$ cat config.mk
export PLATFORM = sky130hd
export DESIGN_NAME = axi_ring_reader
export DESIGN_NICKNAME = d
export VERILOG_FILES = /design/src/rtl/axi_ctrl_pkg.sv /design/src/rtl/axi_ring_reader.sv
export SDC_FILE = /design/constraint.sdc
export NUM_CORES = 1
export LEC_CHECK = 0
export ABC_CLOCK_PERIOD_IN_PS = 4100
export CORE_AREA = 5 5 473 475
export DETAILED_ROUTE_END_ITERATION = 10
export DIE_AREA = 0 0 478 480
export PLACE_DENSITY = 0.4
export SETUP_SLACK_MARGIN = 0.3
export SLEW_MARGIN = 20
export SYNTH_ARGS = -nofsm -noshare
export SYNTH_HDL_FRONTEND = slang
export SYNTH_SLANG_ARGS = --single-unit
$ cat constraint.sdc
create_clock -name clk -period 4.1 [get_ports clk]
set_input_delay 0.82 -clock clk [delete_from_list [all_inputs] [get_ports clk]]
set_output_delay 0.82 -clock clk [all_outputs]
set_load 0.05 [all_outputs]
$ cat src/rtl/axi_ctrl_pkg.sv
// Shared definitions for the AXI ring reader.
// Holds the reader FSM state encoding, the fixed AXI burst constants,
// and a helper that derives AXI AxSIZE from a bus width in bytes.
package axi_ctrl_pkg;

    typedef enum logic [1:0] {
        StIdle = 2'd0,
        StAr   = 2'd1,
        StR    = 2'd2,
        StOut  = 2'd3
    } state_e;

    localparam logic [7:0] AxiLenSingle = 8'd0;
    localparam logic [1:0] AxiBurstIncr = 2'b01;
    localparam logic [3:0] AxiCacheNone = 4'd0;
    localparam logic [2:0] AxiProtNone  = 3'd0;

    // AxSIZE is log2 of the number of bytes per beat.
    function automatic logic [2:0] axi_size(input int unsigned bytes);
        return 3'($clog2(bytes));
    endfunction

endpackage

$ cat src/rtl/axi_ring_reader.sv
// Ring buffer reader: fetches one DATA_WIDTH entry at a time over AXI
// read (single-beat bursts) from a ring at base_addr and forwards each
// entry as a one-beat AXI-Stream packet.
// Ports:
//   clk, rst_n           clock, asynchronous active-low reset
//   enable               permits new reads
//   base_addr, wr_ptr    ring base byte address, producer index
//   rd_ptr, rd_err       consumer index, sticky read-error flag
//   m_axi_ar*, m_axi_r*  AXI read address / data channels
//   m_axis_t*            AXI-Stream output
module axi_ring_reader
    import axi_ctrl_pkg::*;
#(
    parameter int unsigned DATA_WIDTH = 512,
    parameter int unsigned KEEP_WIDTH = DATA_WIDTH / 8,
    parameter int unsigned ADDR_WIDTH = 34,
    parameter int unsigned ID_WIDTH   = 6,
    parameter int unsigned FIFO_DEPTH = 32,
    localparam int unsigned PTR_WIDTH = $clog2(FIFO_DEPTH)
) (
    input  logic                  clk,
    input  logic                  rst_n,
    input  logic                  enable,
    input  logic [ADDR_WIDTH-1:0] base_addr,
    input  logic [PTR_WIDTH-1:0]  wr_ptr,
    output logic [PTR_WIDTH-1:0]  rd_ptr,
    output logic                  rd_err,

    output logic [ID_WIDTH-1:0]   m_axi_arid,
    output logic [ADDR_WIDTH-1:0] m_axi_araddr,
    output logic [7:0]            m_axi_arlen,
    output logic [2:0]            m_axi_arsize,
    output logic [1:0]            m_axi_arburst,
    output logic                  m_axi_arlock,
    output logic [3:0]            m_axi_arcache,
    output logic [2:0]            m_axi_arprot,
    output logic                  m_axi_arvalid,
    input  logic                  m_axi_arready,

    input  logic [ID_WIDTH-1:0]   m_axi_rid,
    input  logic [DATA_WIDTH-1:0] m_axi_rdata,
    input  logic [1:0]            m_axi_rresp,
    input  logic                  m_axi_rlast,
    input  logic                  m_axi_rvalid,
    output logic                  m_axi_rready,

    output logic [DATA_WIDTH-1:0] m_axis_tdata,
    output logic [KEEP_WIDTH-1:0] m_axis_tkeep,
    output logic                  m_axis_tlast,
    output logic                  m_axis_tvalid,
    input  logic                  m_axis_tready
);

    state_e                state_q, state_d;
    logic [PTR_WIDTH-1:0]  rd_ptr_q, rd_ptr_d;
    logic                  rd_err_q, rd_err_d;
    logic [ADDR_WIDTH-1:0] araddr_q, araddr_d;
    logic                  arvalid_q, arvalid_d;
    logic [DATA_WIDTH-1:0] tdata_q, tdata_d;
    logic                  tvalid_q, tvalid_d;
    logic [PTR_WIDTH-1:0]  rd_ptr_inc;
    logic                  ring_empty;

    // rid/rlast carry no information with one single-beat read in flight.
    logic unused_r;
    assign unused_r = ^{m_axi_rid, m_axi_rlast};

    assign ring_empty = (rd_ptr_q == wr_ptr);
    assign rd_ptr_inc = (rd_ptr_q == PTR_WIDTH'(FIFO_DEPTH - 1)) ? '0 : rd_ptr_q + 1'b1;

    always_comb begin
        state_d   = state_q;
        rd_ptr_d  = rd_ptr_q;
        rd_err_d  = rd_err_q;
        araddr_d  = araddr_q;
        arvalid_d = arvalid_q;
        tdata_d   = tdata_q;
        tvalid_d  = tvalid_q;
        unique case (state_q)
            StIdle: begin
                if (enable && !ring_empty) begin
                    araddr_d  = base_addr + ADDR_WIDTH'(rd_ptr_q) * ADDR_WIDTH'(KEEP_WIDTH);
                    arvalid_d = 1'b1;
                    state_d   = StAr;
                end
            end
            StAr: begin
                if (m_axi_arready) begin
                    arvalid_d = 1'b0;
                    state_d   = StR;
                end
            end
            StR: begin
                if (m_axi_rvalid) begin
                    tdata_d  = m_axi_rdata;
                    tvalid_d = 1'b1;
                    rd_err_d = rd_err_q | (m_axi_rresp != 2'b00);
                    state_d  = StOut;
                end
            end
            StOut: begin
                if (m_axis_tready) begin
                    tvalid_d = 1'b0;
                    rd_ptr_d = rd_ptr_inc;
                    state_d  = StIdle;
                end
            end
            default: state_d = StIdle;
        endcase
    end

    always_ff @(posedge clk or negedge rst_n) begin
        if (!rst_n) begin
            state_q   <= StIdle;
            rd_ptr_q  <= '0;
            rd_err_q  <= 1'b0;
            araddr_q  <= '0;
            arvalid_q <= 1'b0;
            tdata_q   <= '0;
            tvalid_q  <= 1'b0;
        end else begin
            state_q   <= state_d;
            rd_ptr_q  <= rd_ptr_d;
            rd_err_q  <= rd_err_d;
            araddr_q  <= araddr_d;
            arvalid_q <= arvalid_d;
            tdata_q   <= tdata_d;
            tvalid_q  <= tvalid_d;
        end
    end

    assign rd_ptr        = rd_ptr_q;
    assign rd_err        = rd_err_q;

    assign m_axi_arid    = '0;
    assign m_axi_araddr  = araddr_q;
    assign m_axi_arlen   = AxiLenSingle;
    assign m_axi_arsize  = axi_size(KEEP_WIDTH);
    assign m_axi_arburst = AxiBurstIncr;
    assign m_axi_arlock  = 1'b0;
    assign m_axi_arcache = AxiCacheNone;
    assign m_axi_arprot  = AxiProtNone;
    assign m_axi_arvalid = arvalid_q;

    assign m_axi_rready  = (state_q == StR);

    assign m_axis_tdata  = tdata_q;
    assign m_axis_tkeep  = '1;
    assign m_axis_tlast  = 1'b1;
    assign m_axis_tvalid = tvalid_q;

endmodule

==> metrics <==
antenna violation net count after detailed routing 0; FP Rows 172; max-slew violation count 0; Reg clk slew, reported paths 0.06 ns; pwr dens 1010 mW/mm^2; leakage power summed over all cells 15.6 nW; count of state elements after synthesis 556; average cell area after synthesis 15.4 sq um; total via count in the routed design 16707; ratio of cells with drive above 1 in the final layout 26.7%; wire length per cell 23.7 um; setup repair after global routing missed its margin false; port buffer count 1113; CORE AREA 0.219 sq mm; post-route clock period utilization 81.9%; area taken by multi-input logic gates 0.00752 sq mm; Yosys top cell area share 63.0%; slew at the pin closest to its max-slew limit 1.01 ns; initial antenna violation count 101; EDFF count, synth 0; Initial Util 10.1%; layout filler cell count 23944; top library cells by usage in the layout, fill and taps aside clkdlybuf4s50_1, dfrtp_1, mux2_2, conb_1, clkbuf_16; synthesis-to-finish area growth 78.9%; Adder-Cell Fraction of Synth Area 0.770%; cell area after synthesis 0.0221 sq mm; hold buffers post-CTS 0; maximum number of pins on one net before global-route repair 76; ranking of synthesized cells by area dfrtp_1, mux2_2, buf_4; Nets 3198; gate count after technology mapping 1437; Final Critical Period 3.36 ns; area of all sequential standard cells 0.0139 sq mm; HPWL after DPL 110 mm; routability congestion estimate 0.873; maximum capacitance violations 0; Die H 480 um; Die ar. 0.229 sq mm; Resized cells post-CTS 0; class of the worst hold path in -> async; gr usage total 11.1%; final hold vios 0; cell chosen for the clock root clkbuf_16; Layout Skew 0.0362 ns; most frequently used flop master after synthesis dfrtp_1; number of global-route vias before repair 18120; mux contribution to synthesized area 27.1%; Die Width 478 um; final routed DRC violation total 0; number of clock sinks 556; detailed-route vias per instance 3.00; maximum level of the CTS H-tree 3; distinct cell type count of the synthesized netlist 48; total clock buffers created by CTS 79; count of yosys warnings during synthesis 0; share of flip-flops with an asynchronous set or reset after synthesis 100%; status complete, no violations; CTS tree yes; CP Launch Type flip-flop; most common cell after layout, fill and taps aside clkdlybuf4s50_1; Compound-Gate Fraction of Synth Area 1.73%; count of endpoints failing setup in the final report 0; worst vdd ir 0.546 mV; simple-gate area share of the yosys netlist 1.95%; largest buffer count on any clock path 3; hold slack 0.183 ns; endpoint type of the worst setup path output pin; insertion delay to the later sink of the worst-skew pair 0.72 ns; worst-path maximum fanout 4; post-synthesis share of cell area spent on xor and xnor gates 0.952%; Boundary Pins 1213; post-synthesis cell type with the largest combined area dfrtp_1; number of detailed-routing iterations run before antenna repair 4; detailed router's first-iteration violation count 549; Total Neg Setup Slack 0 ns; Req. time, crit path 3.28 ns; Max Clk Rate 298 MHz; proportion of synthesized chip area in sequential cells 63.0%; buffers inserted during post-CTS setup optimization 0; CP arrival 2.54 ns; first-pass GRT wire length 172 mm; headroom to the max-slew limit 32.7%; aggregate routed wire length 132 mm; dominant combinational cell family by area after synthesis multiplexers; sum of overflow across all layers after global routing 0; worst setup path category reg -> out
==> flip-flops by register name, indices dropped and copies added, names as in the netlist <==
signal	flops
m_axi_araddr	34
m_axi_arvalid	1
m_axis_tdata	512
m_axis_tvalid	1
rd_err	1
rd_ptr	5
state_q	2
==> Yosys cell counts (3+ instances only) <==
cell / n
inv_1: 11
buf_4: 92
xor2_1: 16
nand2_1: 15
a21oi_1: 22
nor3_1: 4
nand4_1: 9
dfrtp_1: 556
mux2i_1: 3
mux2_2: 528
nor2_1: 33
xnor2_1: 8
o21ai_0: 14
o31a_1: 3
clkbuf_1: 56
o211ai_1: 6
ha_1: 12
buf_2: 4
a31oi_1: 3
nand3_1: 5
==> report_power, final <==
part | internal (W) | total [W] | leakage, nW | switching [W]
registers | 0.00832 | 0.00997 | 6.55 | 0.00165
logic | 0.00796 | 0.0231 | 7.73 | 0.0151
clock network | 0.00402 | 0.00696 | 1.28 | 0.00293
total | 0.0203 | 0.0400 | 15.6 | 0.0197
==> layout make-up <==
class	count	share of cell area (%)
antenna	27	0.171
timing repair buffer	1167	29.8
sequential	556	35.2
multi-input combinational	804	19.0
inverter	11	0.104
tap	2871	9.09
clock buffer	106	5.61
clock inverter	32	0.959
==> critical path: stages, from the launching register on <==
cell and delay (ns):
dfrtp_1 0.40, inv_1 0.13, ha_1 0.30, clkdlybuf4s50_1 1.01
==> final timing paths <==
check                                 from                 to  slack (ns)  depth (start not counted)
worst max-delay path            state_q[0]       m_axi_rready        0.74                          3
worst min-delay path                 rst_n  m_axis_tdata[266]        0.18                          1
worst max register to register   rd_ptr[0]   m_axi_araddr[32]        1.15                          8
worst min register to register      rd_err             rd_err        0.48                          1
max in group asynchronous            rst_n   m_axis_tdata[42]        2.80                          2
min in group clk                    rd_err             rd_err        0.48                          1
==> metrics by stage <==
step | cells | power [W] | setup WS [ns] | instance area, sq um | utilization [%]
floorplan | 1527 | 0.0237 | 1.52 | 22400 | -
global placement | 5409 | 0.0335 | 0.505 | 36900 | 16.8
detailed placement | 5409 | 0.0335 | 0.541 | 36900 | 16.8
CTS | 5547 | 0.0409 | 0.554 | 39500 | 18.0
global route | 5560 | 0.0420 | 0.572 | 39500 | 18.0
finish | 5574 | 0.0400 | 0.741 | 39500 | 18.1
==> kinds of logic after synthesis <==
group / after synthesis
flip-flops: 556
AND/OR/NAND/NOR: 82
AO/OA/AOI/OAI: 62
XOR/XNOR: 24
adder cells (fa/ha/maj): 13
buffers and inverters: 167
other: 2
multiplexers: 531
==> per-layer routing <==
metal	global-route usage (%)	up-vias	wire length, um
li1	-	7278	-
met1	11.5	8178	47300
met2	17.2	965	59500
met3	8.21	226	21000
met4	4.20	60	3780
met5	0	-	371
Note: power is estimated with default switching activity, not from simulation.
